## src/rtl/br_writeback_pkg.sv

```systemverilog
// Shared types for the register-bank writeback path.
// Request bundle reused by ALU and memory stages.
package br_writeback_pkg;

  localparam int AW = 5;
  localparam int DW = 32;

  typedef struct packed {
    logic [AW-1:0] dir;
    logic [DW-1:0] data;
  } wb_req_t;

endpackage

```

## src/rtl/br_wb_fifo.sv

```systemverilog
// In-order writeback FIFO: two ordered pushes, one pop.
// Entry array and valid bits are exposed for hazard compare.
module br_wb_fifo
  import br_writeback_pkg::*;
#(
  parameter int DEPTH = 4,
  localparam int PW = $clog2(DEPTH),
  localparam int CW = $clog2(DEPTH) + 1
) (
  input  logic                  clk,
  input  logic                  rst_n,
  input  logic                  push_a,
  input  wb_req_t               din_a,
  input  logic                  push_b,
  input  wb_req_t               din_b,
  input  logic                  pop,
  output wb_req_t               head,
  output logic [CW-1:0]         count,
  output wb_req_t [DEPTH-1:0]   ent,
  output logic [DEPTH-1:0]      vld
);

  logic [PW-1:0] wp;
  logic [PW-1:0] rp;
  logic [PW-1:0] wp_b;

  // Second push lands behind the first when both fire.
  always_comb begin
    wp_b = wp + PW'(push_a);
    head = ent[rp];
  end

  // Pointers, occupancy, valid bits and entry storage.
  always_ff @(posedge clk or negedge rst_n) begin
    if (!rst_n) begin
      wp    <= '0;
      rp    <= '0;
      count <= '0;
      vld   <= '0;
      ent   <= '0;
    end else begin
      if (pop) begin
        vld[rp] <= 1'b0;
        rp      <= rp + PW'(1);
      end
      if (push_a) begin
        ent[wp] <= din_a;
        vld[wp] <= 1'b1;
      end
      if (push_b) begin
        ent[wp_b] <= din_b;
        vld[wp_b] <= 1'b1;
      end
      wp    <= wp + PW'(push_a) + PW'(push_b);
      count <= count + CW'(push_a) + CW'(push_b)
               - CW'(pop);
    end
  end

endmodule

```

## src/rtl/br_writeback.sv

```systemverilog
// Register-bank write front end: ALU/MEM arbitration,
// one write per cycle, and RAW pending flags for decode.
module br_writeback
  import br_writeback_pkg::*;
#(
  parameter int DEPTH   = 4,
  parameter int AW      = br_writeback_pkg::AW,
  parameter int DW      = br_writeback_pkg::DW,
  parameter int ZERO_RO = 1,
  localparam int CW = $clog2(DEPTH) + 1
) (
  input  logic          clk,
  input  logic          rst_n,
  input  logic          alu_valid,
  input  logic [AW-1:0] alu_dir,
  input  logic [DW-1:0] alu_data,
  output logic          alu_ready,
  input  logic          mem_valid,
  input  logic [AW-1:0] mem_dir,
  input  logic [DW-1:0] mem_data,
  output logic          mem_ready,
  input  logic [AW-1:0] RA1,
  input  logic [AW-1:0] RA2,
  output logic          pend1,
  output logic          pend2,
  output logic [AW-1:0] Dir,
  output logic [DW-1:0] Di,
  output logic          RegEn,
  output logic [CW-1:0] count
);

  logic [CW-1:0]      free;
  logic               mem_z;
  logic               alu_z;
  logic               push_m;
  logic               push_a;
  logic               pop;
  wb_req_t            req_m;
  wb_req_t            req_a;
  wb_req_t            head;
  wb_req_t [DEPTH-1:0] ent;
  logic [DEPTH-1:0]   vld;

  // Readies from registered occupancy; MEM wins the last slot.
  always_comb begin
    free      = CW'(DEPTH) - count;
    mem_ready = (free != '0);
    alu_ready = (free >= CW'(2))
              | ((free == CW'(1)) & ~mem_valid);
    mem_z     = (ZERO_RO != 0) && (mem_dir == '0);
    alu_z     = (ZERO_RO != 0) && (alu_dir == '0);
    push_m    = mem_valid & mem_ready & ~mem_z;
    push_a    = alu_valid & alu_ready & ~alu_z;
    pop       = (count != '0);
    req_m     = '{dir: mem_dir, data: mem_data};
    req_a     = '{dir: alu_dir, data: alu_data};
  end

  br_wb_fifo #(
    .DEPTH (DEPTH)
  ) u_fifo (
    .clk    (clk),
    .rst_n  (rst_n),
    .push_a (push_m),
    .din_a  (req_m),
    .push_b (push_a),
    .din_b  (req_a),
    .pop    (pop),
    .head   (head),
    .count  (count),
    .ent    (ent),
    .vld    (vld)
  );

  // Bank write port: pulse RegEn for each popped entry.
  always_ff @(posedge clk or negedge rst_n) begin
    if (!rst_n) begin
      RegEn <= 1'b0;
      Dir   <= '0;
      Di    <= '0;
    end else begin
      RegEn <= pop;
      if (pop) begin
        Dir <= head.dir;
        Di  <= head.data;
      end
    end
  end

  // RAW hazard flags over queued and issuing writes.
  always_comb begin
    pend1 = RegEn & (Dir == RA1);
    pend2 = RegEn & (Dir == RA2);
    for (int i = 0; i < DEPTH; i++) begin
      if (vld[i] && ent[i].dir == RA1) pend1 = 1'b1;
      if (vld[i] && ent[i].dir == RA2) pend2 = 1'b1;
    end
    if (ZERO_RO != 0 && RA1 == '0) pend1 = 1'b0;
    if (ZERO_RO != 0 && RA2 == '0) pend2 = 1'b0;
  end

endmodule

```

## config.mk

```make
export PLATFORM = sky130hd
export DESIGN_NAME = br_writeback
export DESIGN_NICKNAME = d
export VERILOG_FILES = /design/src/rtl/br_writeback_pkg.sv /design/src/rtl/br_wb_fifo.sv /design/src/rtl/br_writeback.sv
export SDC_FILE = /design/constraint.sdc
export NUM_CORES = 1
export LEC_CHECK = 0
export ABC_AREA = 1
export BUFFER_PORTS_ARGS = -buffer_cell sky130_fd_sc_hd__buf_2
export CAP_MARGIN = 20
export CORE_MARGIN = 5
export CORE_UTILIZATION = 45
export CTS_BUF_LIST = sky130_fd_sc_hd__clkbuf_2
export CTS_CLUSTER_DIAMETER = 100
export DETAILED_ROUTE_END_ITERATION = 6
export PLACE_DENSITY = 0.63
export SYNTH_ARGS = -nofsm -noshare
export SYNTH_HDL_FRONTEND = slang
export SYNTH_SLANG_ARGS = --single-unit
```

## constraint.sdc

```tcl
create_clock -name clk -period 5.8 [get_ports clk]
set_clock_uncertainty 0.1 [all_clocks]
set_input_delay 0.58 -clock clk [delete_from_list [all_inputs] [get_ports clk]]
set_output_delay 0.58 -clock clk [all_outputs]
set_load 0.01 [all_outputs]
```

==> results.txt <==
The number of global-route vias before repair is 13365, and the worst-skew pair later-pin latency is 0.85 ns. Final hold violation count: 0. 133 I/O pins were placed.

Walking the worst path, the cells encountered are inv_1 -> ha_1 -> ha_1 -> nor2_1 -> nand2_4 -> inv_4 -> buf_4 -> buf_4 -> nand2_1 -> nand2_1 -> nor2_1 -> nor2_2 -> dlygate4sd3_1. The logs give 0 for the number of instances resized during post-cts repair and 0 for the number of maximum-capacitance violations. The share of final-layout standard cells stronger than drive strength 1 works out to 0.1100. The tools report the kind of end point of the critical path as a flop. The number of antenna violations at the first check in global routing is 2, and the total number of yosys warnings is 0. For this design the static power due to leakage is 7.638 nW. Power spread over the standard cell area amounts to 597.7 nW/um2. The first-pass detailed-route iteration total is 5, and the worst path required time is 6.52 ns.

The peak fanout along the critical path was 77. The number of vias in the routed layout was 14086; the floorplan core area was 29720 um2. Data arrives at the worst endpoint at 4.78 ns.

Clock tree synthesis found a total of 197 sinks. The number of violations reported at the end of detailed-routing iteration 0 is 1263, and the first-pass GRT wire length is 71730 um. The buffer depth of the longest clock path came out at 2.

The logs give 0 for the post-route antenna net violation count and 26350 um for the final HPWL from detailed placement. The global-route total usage across every layer is 0.2624. Yosys mapped the design onto 29 distinct sky130hd cell types. The critical path's top delay family was buffers and inverters. The post-route clock period utilization is 0.6987, and the initial core utilization is 0.4559.

Setup violations remaining at the end of the flow were counted as 0. The number of flops mapped to enable cells by yosys was 0. Buffers inserted during clock tree synthesis total 17. The tools report the weighted congestion reported at the end of routability-driven placement as 0.8863. The post-route minimum period works out to 4.053 ns.

The tools report the fraction of the yosys area taken by sequential cells as 0.3638. Yosys attributes the largest share of cell area to dfrtp_1 (36%), nand2_1 (20%), nor2_1 (12%). In the final timing run, aggregate negative setup slack is 0 ns. For this run, the leading register cell type out of synthesis is dfrtp_1. After synthesis the netlist holds a flip-flop and latch count of 197. The tools report the floorplan die area as 33680 um2.

The routed design has 44400 um of wire. After clock tree synthesis, the clock-pin slew on the worst setup and hold paths is 0.34 ns. The number of nets in the synthesized netlist is 2242. The average via count per standard cell came out at 5.338. The worst-margin pin slew came out at 1.057 ns. By instance count, the leading cell after synthesis is nand2_1. The number of slew-limit violations in the final report came out at 0. In this run the worst hold path is classified as primary input to flop.

TritonCTS built the clock tree. The relative slew slack came out at 0.2952. Setup repair after global routing left no endpoint under its margin.

DRC violation count after routing: 0. After synthesis the cells add up to 13550 um2. The type of the worst setup path is flop to flop. Measured along the x axis, the die boundary spans 183.5 um. The net count of the finished layout is 2335. The floorplan has 63 rows. Ranked by instance count, the synthesized netlist is headed by nand2_1 (713), nor2_1 (434), o21ai_0 (228), dfrtp_1 (197), nor3_1 (121). The root buffer cell chosen for the clock tree is clkbuf_2. A synthesized cell averages 6.331 um2. Port buffering added 132 buffers. The number of instances in the synthesized netlist is 2140. The worst setup path is launched from a flop. The top-area cell type share of the netlist area came out at 0.3638.

For this run, the top clock speed supported by timing is 246.8 MHz. Compared with the post-synthesis result, the final layout area differs by 11.02%. Counting both buffers and inverters, the worst setup path holds a total of 5.

The critical-path cell with the highest stage delay was buf_4. The biggest area contributor in the post-synthesis netlist is dfrtp_1. Global-route congestion overflow total: 0.

The share of flip-flops with an asynchronous set or reset is 1.000, and the delay of the slowest critical-path stage is 0.85 ns. The tools report the maximum number of pins on one net before global-route repair as 106. The flow ran to the end, and the final reports show no timing, DRC or antenna violations. In the final routed layout, each cell accounts on average for 16.83 um. The post-CTS setup-driven buffer insertion count is 0. The y dimension of the die is 183.5 um, and the worst slack on hold paths is 0.07467 ns. The worst supply voltage drop on vdd came out at 0.3018 mV. Depth of the CTS H-tree: 4.
worst paths after layout:
kind | start | to | slack [ns] | cells past startpoint
min reg2reg | Di[16] | Di[16] | 0.47 | 2
max reg2reg | u_fifo.count[1] | u_fifo.ent[34] | 1.75 | 13
min in group asynchronous | rst_n | Dir[2] | 0.15 | 2
max | u_fifo.count[1] | u_fifo.ent[34] | 1.75 | 13
max in group asynchronous | rst_n | u_fifo.ent[53] | 4.29 | 3
min | mem_data[16] | u_fifo.ent[16] | 0.07 | 7
where the power goes:
part	switching (mW)	internal (mW)	leakage, nW
combinational	3.62	1.89	5.13
sequential	0.618	2.11	2.37
clock	0.577	0.178	0.140
total	4.81	4.18	7.64
worst min-delay path: cells and delay by family:
family / cells / cell delay [ns]
and+or+nand+nor: 5 / 0.25
buffers and inverters: 1 / 0.09
AOI/OAI and AO/OA: 1 / 0.06
per-stage QoR:
| stage | util | cell area [um2] | instances | power [mW] | worst slack (ns) |
|---|---|---|---|---|---|
| floorplan | - | 13550 | 2140 | 6.662 | 2.676 |
| global placement | 0.4751 | 14120 | 2539 | 7.855 | 2.321 |
| detailed placement | 0.4758 | 14140 | 2540 | 8.008 | 2.277 |
| CTS | 0.5059 | 15030 | 2636 | 8.977 | 1.773 |
| global route | 0.5062 | 15040 | 2639 | 9.950 | 1.545 |
| finish | 0.5062 | 15040 | 2639 | 8.990 | 1.747 |
what timing repair did:
action	4_1_cts	5_1_grt
hold buffers	64	0
setup endpoints to repair	0	0
endpoints found under the hold margin	240	0
cell type report:
| type | count | area, um2 |
|---|---|---|
| Sequential cell | 197 | 4931 |
| Multi-Input combinational cell | 1678 | 7397 |
| Inverter | 119 | 449.2 |
| Clock inverter | 15 | 168.9 |
| Fill cell | 3027 | 14680 |
| Antenna cell | 3 | 7.507 |
| Tap cell | 390 | 488.0 |
| Clock buffer | 17 | 85.08 |
| Timing Repair Buffer | 220 | 1515 |
state kept, by name (all words and copies together), names as in the netlist:
register and count:
Di 32, Dir 5, u_fifo.rp 2, u_fifo.vld 4, RegEn 1, u_fifo.wp 2
u_fifo.count 3, u_fifo.ent 148
kinds of logic (layout without fill, tap and decap cells):
kind of cell / count (synthesis) / after routing / synth area share
and+or+nand+nor: 1334 / 1334 / 0.4011
AOI/OAI and AO/OA: 323 / 323 / 0.1229
buffers and inverters: 265 / 371 / 0.09355
DFF: 197 / 197 / 0.3638
adders and majority gates: 14 / 14 / 0.01404
xor gates and xnor gates: 7 / 7 / 0.004525
other: 0 / 3 / 0
layer usage:
metal,GRT usage,routed length [um],up-vias
met1,0.3709,20410,6565
li1,-,-,6939
met2,0.4302,20200,524
met3,0.03225,3060,58
met5,0,0,-
met4,0.06555,738,0
placed cells by master, fill, tap and decap left out, types with 2 or more instances in the layout:
| cell | synthesis | layout |
|---|---|---|
| diode_2 | 0 | 3 |
| buf_4 | 16 | 22 |
| o21ai_1 | 9 | 9 |
| clkinv_8 | 0 | 2 |
| inv_1 | 114 | 114 |
| nor3_2 | 30 | 30 |
| nor2_2 | 12 | 9 |
| ha_1 | 12 | 12 |
| xor2_1 | 4 | 4 |
| nand2_2 | 2 | 5 |
| buf_12 | 0 | 2 |
| clkinvlp_4 | 0 | 4 |
| buf_2 | 56 | 131 |
| nor2_4 | 0 | 5 |
| dfrtp_1 | 197 | 196 |
| dlygate4sd3_1 | 0 | 64 |
| fa_1 | 2 | 2 |
| nor2_1 | 434 | 432 |
| nor3_1 | 121 | 121 |
| a31oi_1 | 37 | 37 |
| inv_6 | 0 | 2 |
| a21oi_1 | 48 | 48 |
| inv_2 | 5 | 4 |
| nand2_1 | 713 | 709 |
| inv_8 | 0 | 4 |
| nand3_1 | 17 | 17 |
| clkbuf_2 | 0 | 17 |
| nand2_4 | 1 | 2 |
| xnor2_1 | 3 | 3 |
| o21ai_0 | 228 | 228 |
No activity file was read; power rests on OpenSTA's default activity.
